File: src/rtl/display_mux_n.sv
// N-digit multiplexed seven-segment driver with internal refresh/blink timing,
// per-digit blank/blink/dp masks, hex decode and a per-frame input snapshot.
module display_mux_n #(
  parameter int NUM_DIGITS  = 4,
  parameter int REFRESH_DIV = 100000,
  parameter int BLINK_DIV   = 25000000
) (
  input  logic                    clk,
  input  logic                    rst_n,
  input  logic                    en,
  input  logic [4*NUM_DIGITS-1:0] digits_in,
  input  logic [NUM_DIGITS-1:0]   blink_mask,
  input  logic [NUM_DIGITS-1:0]   dp_mask,
  input  logic [NUM_DIGITS-1:0]   blank_mask,
  output logic [7:0]              seg,
  output logic [NUM_DIGITS-1:0]   an,
  output logic                    frame_start,
  output logic                    blink_phase
);

  localparam int CNT_W = $clog2(REFRESH_DIV);
  localparam int BLK_W = $clog2(BLINK_DIV);
  localparam int IDX_W = (NUM_DIGITS > 1) ? $clog2(NUM_DIGITS) : 1;
  localparam logic [CNT_W-1:0] CNT_MAX  = CNT_W'(REFRESH_DIV - 1);
  localparam logic [BLK_W-1:0] BLK_MAX  = BLK_W'(BLINK_DIV - 1);
  localparam logic [IDX_W-1:0] IDX_LAST = IDX_W'(NUM_DIGITS - 1);

  logic [CNT_W-1:0]        refresh_cnt_q, refresh_cnt_d;
  logic [BLK_W-1:0]        blink_cnt_q, blink_cnt_d;
  logic                    blink_phase_q, blink_phase_d;
  logic [IDX_W-1:0]        idx_q, idx_d;
  logic [4*NUM_DIGITS-1:0] sh_digits_q, sh_digits_d;
  logic [NUM_DIGITS-1:0]   sh_blink_q, sh_blink_d;
  logic [NUM_DIGITS-1:0]   sh_dp_q, sh_dp_d;
  logic [NUM_DIGITS-1:0]   sh_blank_q, sh_blank_d;
  logic [7:0]              seg_q, seg_d;
  logic [NUM_DIGITS-1:0]   an_q, an_d;
  logic                    frame_start_q, frame_start_d;

  logic [4*NUM_DIGITS-1:0] src_digits;
  logic [NUM_DIGITS-1:0]   src_blink, src_dp, src_blank;
  logic [3:0]              nib;
  logic                    dark, dp_on;

  function automatic logic [6:0] hex7(input logic [3:0] n);
    case (n)
      4'h0: hex7 = 7'h40;  4'h1: hex7 = 7'h79;  4'h2: hex7 = 7'h24;  4'h3: hex7 = 7'h30;
      4'h4: hex7 = 7'h19;  4'h5: hex7 = 7'h12;  4'h6: hex7 = 7'h02;  4'h7: hex7 = 7'h78;
      4'h8: hex7 = 7'h00;  4'h9: hex7 = 7'h10;  4'hA: hex7 = 7'h08;  4'hB: hex7 = 7'h03;
      4'hC: hex7 = 7'h46;  4'hD: hex7 = 7'h21;  4'hE: hex7 = 7'h06;  default: hex7 = 7'h0E;
    endcase
  endfunction

  // Blink timebase is free-running so the phase stays continuous across enable gaps.
  always_comb begin
    blink_cnt_d   = blink_cnt_q + BLK_W'(1);
    blink_phase_d = blink_phase_q;
    if (blink_cnt_q == BLK_MAX) begin
      blink_cnt_d   = '0;
      blink_phase_d = ~blink_phase_q;
    end
  end

  always_comb begin
    refresh_cnt_d = refresh_cnt_q;
    idx_d         = idx_q;
    sh_digits_d   = sh_digits_q;
    sh_blink_d    = sh_blink_q;
    sh_dp_d       = sh_dp_q;
    sh_blank_d    = sh_blank_q;
    seg_d         = seg_q;
    an_d          = an_q;
    frame_start_d = 1'b0;
    src_digits    = sh_digits_q;
    src_blink     = sh_blink_q;
    src_dp        = sh_dp_q;
    src_blank     = sh_blank_q;
    nib           = '0;
    dark          = 1'b1;
    dp_on         = 1'b0;

    if (!en) begin
      // Park one cycle before a tick so the first enabled edge starts a fresh frame.
      refresh_cnt_d = CNT_MAX;
      idx_d         = IDX_LAST;
      seg_d         = 8'hFF;
      an_d          = '1;
    end else if (refresh_cnt_q != CNT_MAX) begin
      refresh_cnt_d = refresh_cnt_q + CNT_W'(1);
    end else begin
      refresh_cnt_d = '0;
      idx_d         = (idx_q == IDX_LAST) ? '0 : idx_q + IDX_W'(1);
      if (idx_d == '0) begin
        sh_digits_d   = digits_in;
        sh_blink_d    = blink_mask;
        sh_dp_d       = dp_mask;
        sh_blank_d    = blank_mask;
        src_digits    = digits_in;
        src_blink     = blink_mask;
        src_dp        = dp_mask;
        src_blank     = blank_mask;
        frame_start_d = 1'b1;
      end
      for (int k = 0; k < NUM_DIGITS; k++) begin
        if (IDX_W'(k) == idx_d) begin
          nib   = src_digits[4*k +: 4];
          dark  = src_blank[k] | (src_blink[k] & blink_phase_q);
          dp_on = src_dp[k];
        end
      end
      seg_d = dark ? 8'hFF : {~dp_on, hex7(nib)};
      an_d  = ~(NUM_DIGITS'(1) << idx_d);
    end
  end

  always_ff @(posedge clk or negedge rst_n) begin
    if (!rst_n) begin
      refresh_cnt_q <= '0;
      blink_cnt_q   <= '0;
      blink_phase_q <= 1'b0;
      idx_q         <= IDX_LAST;
      sh_digits_q   <= '0;
      sh_blink_q    <= '0;
      sh_dp_q       <= '0;
      sh_blank_q    <= '0;
      seg_q         <= 8'hFF;
      an_q          <= '1;
      frame_start_q <= 1'b0;
    end else begin
      refresh_cnt_q <= refresh_cnt_d;
      blink_cnt_q   <= blink_cnt_d;
      blink_phase_q <= blink_phase_d;
      idx_q         <= idx_d;
      sh_digits_q   <= sh_digits_d;
      sh_blink_q    <= sh_blink_d;
      sh_dp_q       <= sh_dp_d;
      sh_blank_q    <= sh_blank_d;
      seg_q         <= seg_d;
      an_q          <= an_d;
      frame_start_q <= frame_start_d;
    end
  end

  assign seg         = seg_q;
  assign an          = an_q;
  assign frame_start = frame_start_q;
  assign blink_phase = blink_phase_q;

endmodule

File: config.mk
export PLATFORM = sky130hd
export DESIGN_NAME = display_mux_n
export DESIGN_NICKNAME = d
export VERILOG_FILES = /design/src/rtl/display_mux_n.sv
export SDC_FILE = /design/constraint.sdc
export NUM_CORES = 1
export LEC_CHECK = 0
export ABC_AREA = 1
export CORE_MARGIN = 4
export CORE_UTILIZATION = 53
export DETAILED_ROUTE_END_ITERATION = 8
export PLACE_DENSITY = 0.75
export SLEW_MARGIN = 20
export SYNTH_ARGS = -nofsm -noshare
export SYNTH_HDL_FRONTEND = slang
export SYNTH_SLANG_ARGS = --single-unit
File: constraint.sdc
create_clock -name clk -period 3.9 [get_ports clk]
set_input_delay 0.975 -clock clk [delete_from_list [all_inputs] [get_ports clk]]
set_output_delay 0.975 -clock clk [all_outputs]
set_load 0.02 [all_outputs]
# Word level (Yosys, flattened, before mapping)
# Memory sizes are Yosys's and may differ from the RTL's.
# Cells that the tools add are included.
# totals
register_bits	86
romBits	112
inputBits	31
output_inout_bits	14
wordCells	77
n_memories	1
# classes
addsub	3
eq_ne	7
shift	1
mux	40
n_bitwise	12
reduce_logical	2
# mem_list
name	words	width	rd	rd_ports_with_merged_regs	write_ports	line_no	text
(no name shown)	16	7	1	0	0	46	case (n)
# ops
op	n
two-way mux 4 bit	15
two-way mux 17 bit	2
adder 25 x 1 -> 25 bit (second input constant)	1
equality test 25 bit (second input constant)	1
two-way mux 25 bit	1
two-way mux 8 bit	3
adder 17 x 1 -> 17 bit (second input constant)	1
inequality test 17 bit (second input constant)	1
two-way mux 16 bit	1
two-way mux 1 bit	15
two-way mux 2 bit	3
AND 1 bit	4
equality test 2 bit (first input constant)	2
NOT 4 bit	1
OR 1 bit	4
left shift 1 x 2 -> 4 bit (first input constant)	1
NOT 1 bit	3
adder 2 x 1 -> 2 bit (second input constant)	1
equality test 1 x 2 -> 1 bit (first input constant)	1
equality test 2 bit (second input constant)	1
logical NOT 2 bit	1
inequality test 2 bit (second input constant)	1
AND reduction 2 bit	1

# Logic depth before layout (Yosys ltp)
# logic_depth
word_depth	17
mapped_depth	17
mapped_depth_nobuf	15

# Worst setup path before layout
# Ideal clock, no wire load.
# synth_timing
path_kind	register to register
startpoint	reg idx_q[0]
endpoint	reg seg_q[3] (netlist: seg[3])
setup_time_ps	72
arrival_ps	2047
required_ps	3828
path_slack_ps	1780
stages_incl_launch_ff	18
n_path_buf	2
period_less_slack_ps	2120
cell_sequence	dfstp_2 > ha_1 > buf_6 > inv_4 > buf_6 > nand2_1 > nand2_1 > a21oi_1 > nand2_1 > nand2_1 > inv_1 > ha_1 > nand3_1 > nand2_1 > nand2_1 > nand3_1 > nand2_1 > inv_1
# synth_between
elab_chain_len	17
word_cells_on_any_way	38
classes_between	add/sub: 1; eq/ne: 4; mux: 23; bitwise: 8; reduce/logical: 1; memory: 1
# synth_rtl
element	line_no	text
from (decl)	31	logic [IDX_W-1:0] idx_q, idx_d;
from (signal assigned)	133	idx_q <= idx_d;
adder 2 x 1 -> 2 bit or equality test 2 bit (tied branches)	92	idx_d = (idx_q == IDX_LAST) ? '0 : idx_q + IDX_W'(1);
two-way mux 2 bit (*)	92	
branches (longest 12 deep; another with memory (16 x 7 bit))	n/a	
two-way mux 8 bit (*)	111	seg_d = dark ? 8'hFF : {~dp_on, hex7(nib)};
two-way mux 8 bit (*)	88	end else if (refresh_cnt_q != CNT_MAX) begin
two-way mux 8 bit (*)	82	if (!en) begin
to (signal assigned)	138	seg_q <= seg_d;
to (decl)	36	logic [7:0] seg_q, seg_d;
# Every way passes the cells marked *. The select of a mux whose other input is x is not followed.
# A chain may end at the register's enable or synchronous reset.

# Final worst setup path
# layout_timing
startpoint	reg idx_q[0]
endpoint	reg seg_q[0] (netlist: seg[0])
# Same word-level chain as after synthesis.

==> results.sh <==
export IMPL_status="finished, final reports clean"
export IMPL_min_from="sh_blank_q[1]$_DFFE_PN0P_"
export IMPL_yosysWarnings=0
export IMPL_clock_fmax_ghz=0.358
export IMPL_reg2reg_setup_slack_ns=1.11
export IMPL_num_vias=4251
export IMPL_worst_path_max_fanout=20
export IMPL_remaining_drc_errors=0
export IMPL_die_h_um=103
export IMPL_mostFrequentLayoutCell="nand2_1"
export IMPL_max_slew_margin=0.586
export IMPL_clkLatencyLatePin_ns=0.35
export IMPL_post_cts_buffers=0
export IMPL_port_buffers=44
export IMPL_tns_ns=0
export IMPL_die_area_um2=10700
export IMPL_worstMarginPinSlew_ns=0.621
export IMPL_fp_coreArea_um2=8810
export IMPL_cts_resized=0
export IMPL_cts_clk_slew_worst_paths_ns=0.09
export IMPL_avgSynthCellArea_um2=7.58
export IMPL_io_pins=45
export IMPL_dr_pass1_iters=4
export IMPL_num_rows=34
export IMPL_powerDensity_nw_per_um2=646
export IMPL_vias_per_cell=5.35
export IMPL_synth_ff_type="dfrtp_1"
export IMPL_synth_edf_count=0
export IMPL_cts_tree="yes"
export IMPL_cts_htree_levels=3
export IMPL_ant_nets=0
export IMPL_async_flop_share=1.00
export IMPL_syn_inst=638
export IMPL_timing_final_crit_period_ns=2.79
export IMPL_initial_core_util=0.549
export IMPL_crit_path_end="seg[0]$_DFFE_PN1P_"
export IMPL_endpoint_kind="flop"
export IMPL_numCtsBuffers=9
export IMPL_ys_ff_latch=80
export IMPL_whs_ns=0.481
export IMPL_cts_sinks=80
export IMPL_arrival_ns=3.09
export IMPL_reg2reg_from="idx_q[0]$_DFFE_PN1P_"
export IMPL_final_cell_mix="nand2_1, inv_1, dfrtp_1"
export IMPL_final_seq_area_um2=2020
export IMPL_clk_root_buffer_cell="clkbuf_8"
export IMPL_grt_antenna_before_repair=0
export IMPL_drt_iter0_drc=209
export IMPL_stdcell_area_um2=5550
export IMPL_grt_first_pass_wirelength_um=19500
export IMPL_fill_cells=798
export IMPL_r2r_end="seg[0]$_DFFE_PN1P_"
export IMPL_hp_class="reg2reg"
export IMPL_avgRoutedWirePerCell_um=14.7
export IMPL_startpoint_type="flop"
export IMPL_power_leakage_uw=0.00264
export IMPL_crit_type="reg2reg"
export IMPL_grt_remaining_overflow=0
export IMPL_cts_buffer_depth=2
export IMPL_multiInputGateArea_um2=2370
export IMPL_place_congestion=0.980
export IMPL_synth_distinct_cells=40
export IMPL_drt_total_wl_um=11700
export IMPL_finalHoldViolCount=0
export IMPL_setup_violations_final=0
export IMPL_rr_worst_depth=13
export IMPL_crit_start="idx_q[0]$_DFFE_PN1P_"
export IMPL_fin_crit_sh=0.716
export IMPL_syn_num_nets=682
export IMPL_synth_cell_area_um2=4830
export IMPL_track_usage=0.234
export IMPL_num_nets_final=726
export IMPL_fin_cells=795
export IMPL_die_w_um=103
export IMPL_dp_hpwl_um=8470
export IMPL_drive_gt1_frac=0.114
export IMPL_postPlaceCellArea_um2=5320
export IMPL_grt_pass1_vias=4105
export IMPL_drv_slew=0
export IMPL_crit_required_ns=4.20
export IMPL_yosysSeqAreaShare=0.418
export IMPL_syn_to_final_growth_pct=14.8
export IMPL_rsz0062_at_grt="false"
export IMPL_worst_clock_skew_ns=0.00812
export IMPL_grt_start_max_net_pins=81
export IMPL_dp_cells=778
export IMPL_n_antenna_cell=0
export IMPL_max_cap_viol_count=0
export IMPL_ir_drop_mv=0.350
export IMPL_postCtsHoldBufs=0
[where the power goes]
part / leakage (uW) / total, uW / switching, uW / internal, uW
Clock: 0.0000916 / 625 / 313 / 313
Sequential: 0.000972 / 1190 / 131 / 1060
Combinational: 0.00158 / 1770 / 1170 / 602
[cell usage after synthesis (9+ instances only)]
| cell | n | area (um^2) |
|---|---|---|
| o21ai_0 | 29 | 145 |
| nor2_2 | 9 | 56.3 |
| nand3_1 | 54 | 270 |
| nand2_1 | 162 | 608 |
| nor3_1 | 15 | 75.1 |
| nor2_1 | 59 | 221 |
| ha_1 | 13 | 163 |
| a21oi_1 | 26 | 130 |
| dfstp_2 | 14 | 368 |
| inv_1 | 83 | 312 |
| nand4_1 | 10 | 62.6 |
| dfrtp_1 | 66 | 1650 |
| xor2_1 | 16 | 140 |
[worst min-delay path by stage]
stage,end,cells after the start
floorplan,sh_blank_q[1]$_DFFE_PN0P_,2
global placement,sh_digits_q[8]$_DFFE_PN0P_,2
detailed placement,sh_blank_q[1]$_DFFE_PN0P_,2
CTS,sh_blank_q[1]$_DFFE_PN0P_,2
global route,sh_blink_q[1]$_DFFE_PN0P_,1
finish,sh_blank_q[1]$_DFFE_PN0P_,2
[per-layer routing]
| metal | share of wire | wire length [um] | global-route usage | up-vias |
|---|---|---|---|---|
| met1 | 0.47 | 5490 | 0.342 | 1969 |
| met4 | 0.019 | 223 | 0.0797 | 0 |
| li1 | - | - | - | 2116 |
| met3 | 0.068 | 798 | 0.0389 | 17 |
| met5 | 0 | 0 | 0 | - |
| met2 | 0.44 | 5140 | 0.353 | 149 |
[cell type report]
class	instances	area share
Sequential cell	80	0.364
Timing Repair Buffer	47	0.0866
Inverter	90	0.0614
Clock buffer	11	0.0255
Multi-Input combinational cell	454	0.428
Tap cell	108	0.0244
Clock inverter	5	0.0104
[flip-flops by register name, summed over array words and instances, names as in the netlist, 3 cells and up]
| signal | cells |
|---|---|
| an | 4 |
| blink_cnt_q | 25 |
| refresh_cnt_q | 17 |
| seg | 8 |
| sh_blank_q | 3 |
| sh_blink_q | 4 |
| sh_digits_q | 12 |
| sh_dp_q | 3 |
[through the flow]
stage	total power [uW]	utilization	setup WS (ns)
after floorplan	2530	-	1.78
after global placement	2890	0.604	1.11
after detailed placement	2940	0.604	1.07
after CTS	3580	0.627	1.11
after global routing	3900	0.630	0.861
final	3580	0.630	1.11
[kinds of logic (layout without fill, tap and decap cells)]
group	count (synthesis)	after routing	share of synthesized area
simple gates	348	348	0.336
buf+inv	104	153	0.0914
flops	80	80	0.418
compound gates	70	70	0.0795
xor+xnor	22	22	0.0399
fa+ha+maj	13	13	0.0337
mux	1	1	0.00207
[worst max-delay path, stage by stage, from the launching register on]
cell and delay (ns):
dfstp_2 0.58, ha_1 0.57, buf_4 0.34, nand2_1 0.07, o21ai_0 0.12, nor2_1 0.09, a21oi_1 0.25, ha_1 0.27
inv_1 0.07, nand3_1 0.10, nand3_1 0.09, nand3_1 0.09, nand2_1 0.05, inv_1 0.04
Power figures use the tool's default switching activity.
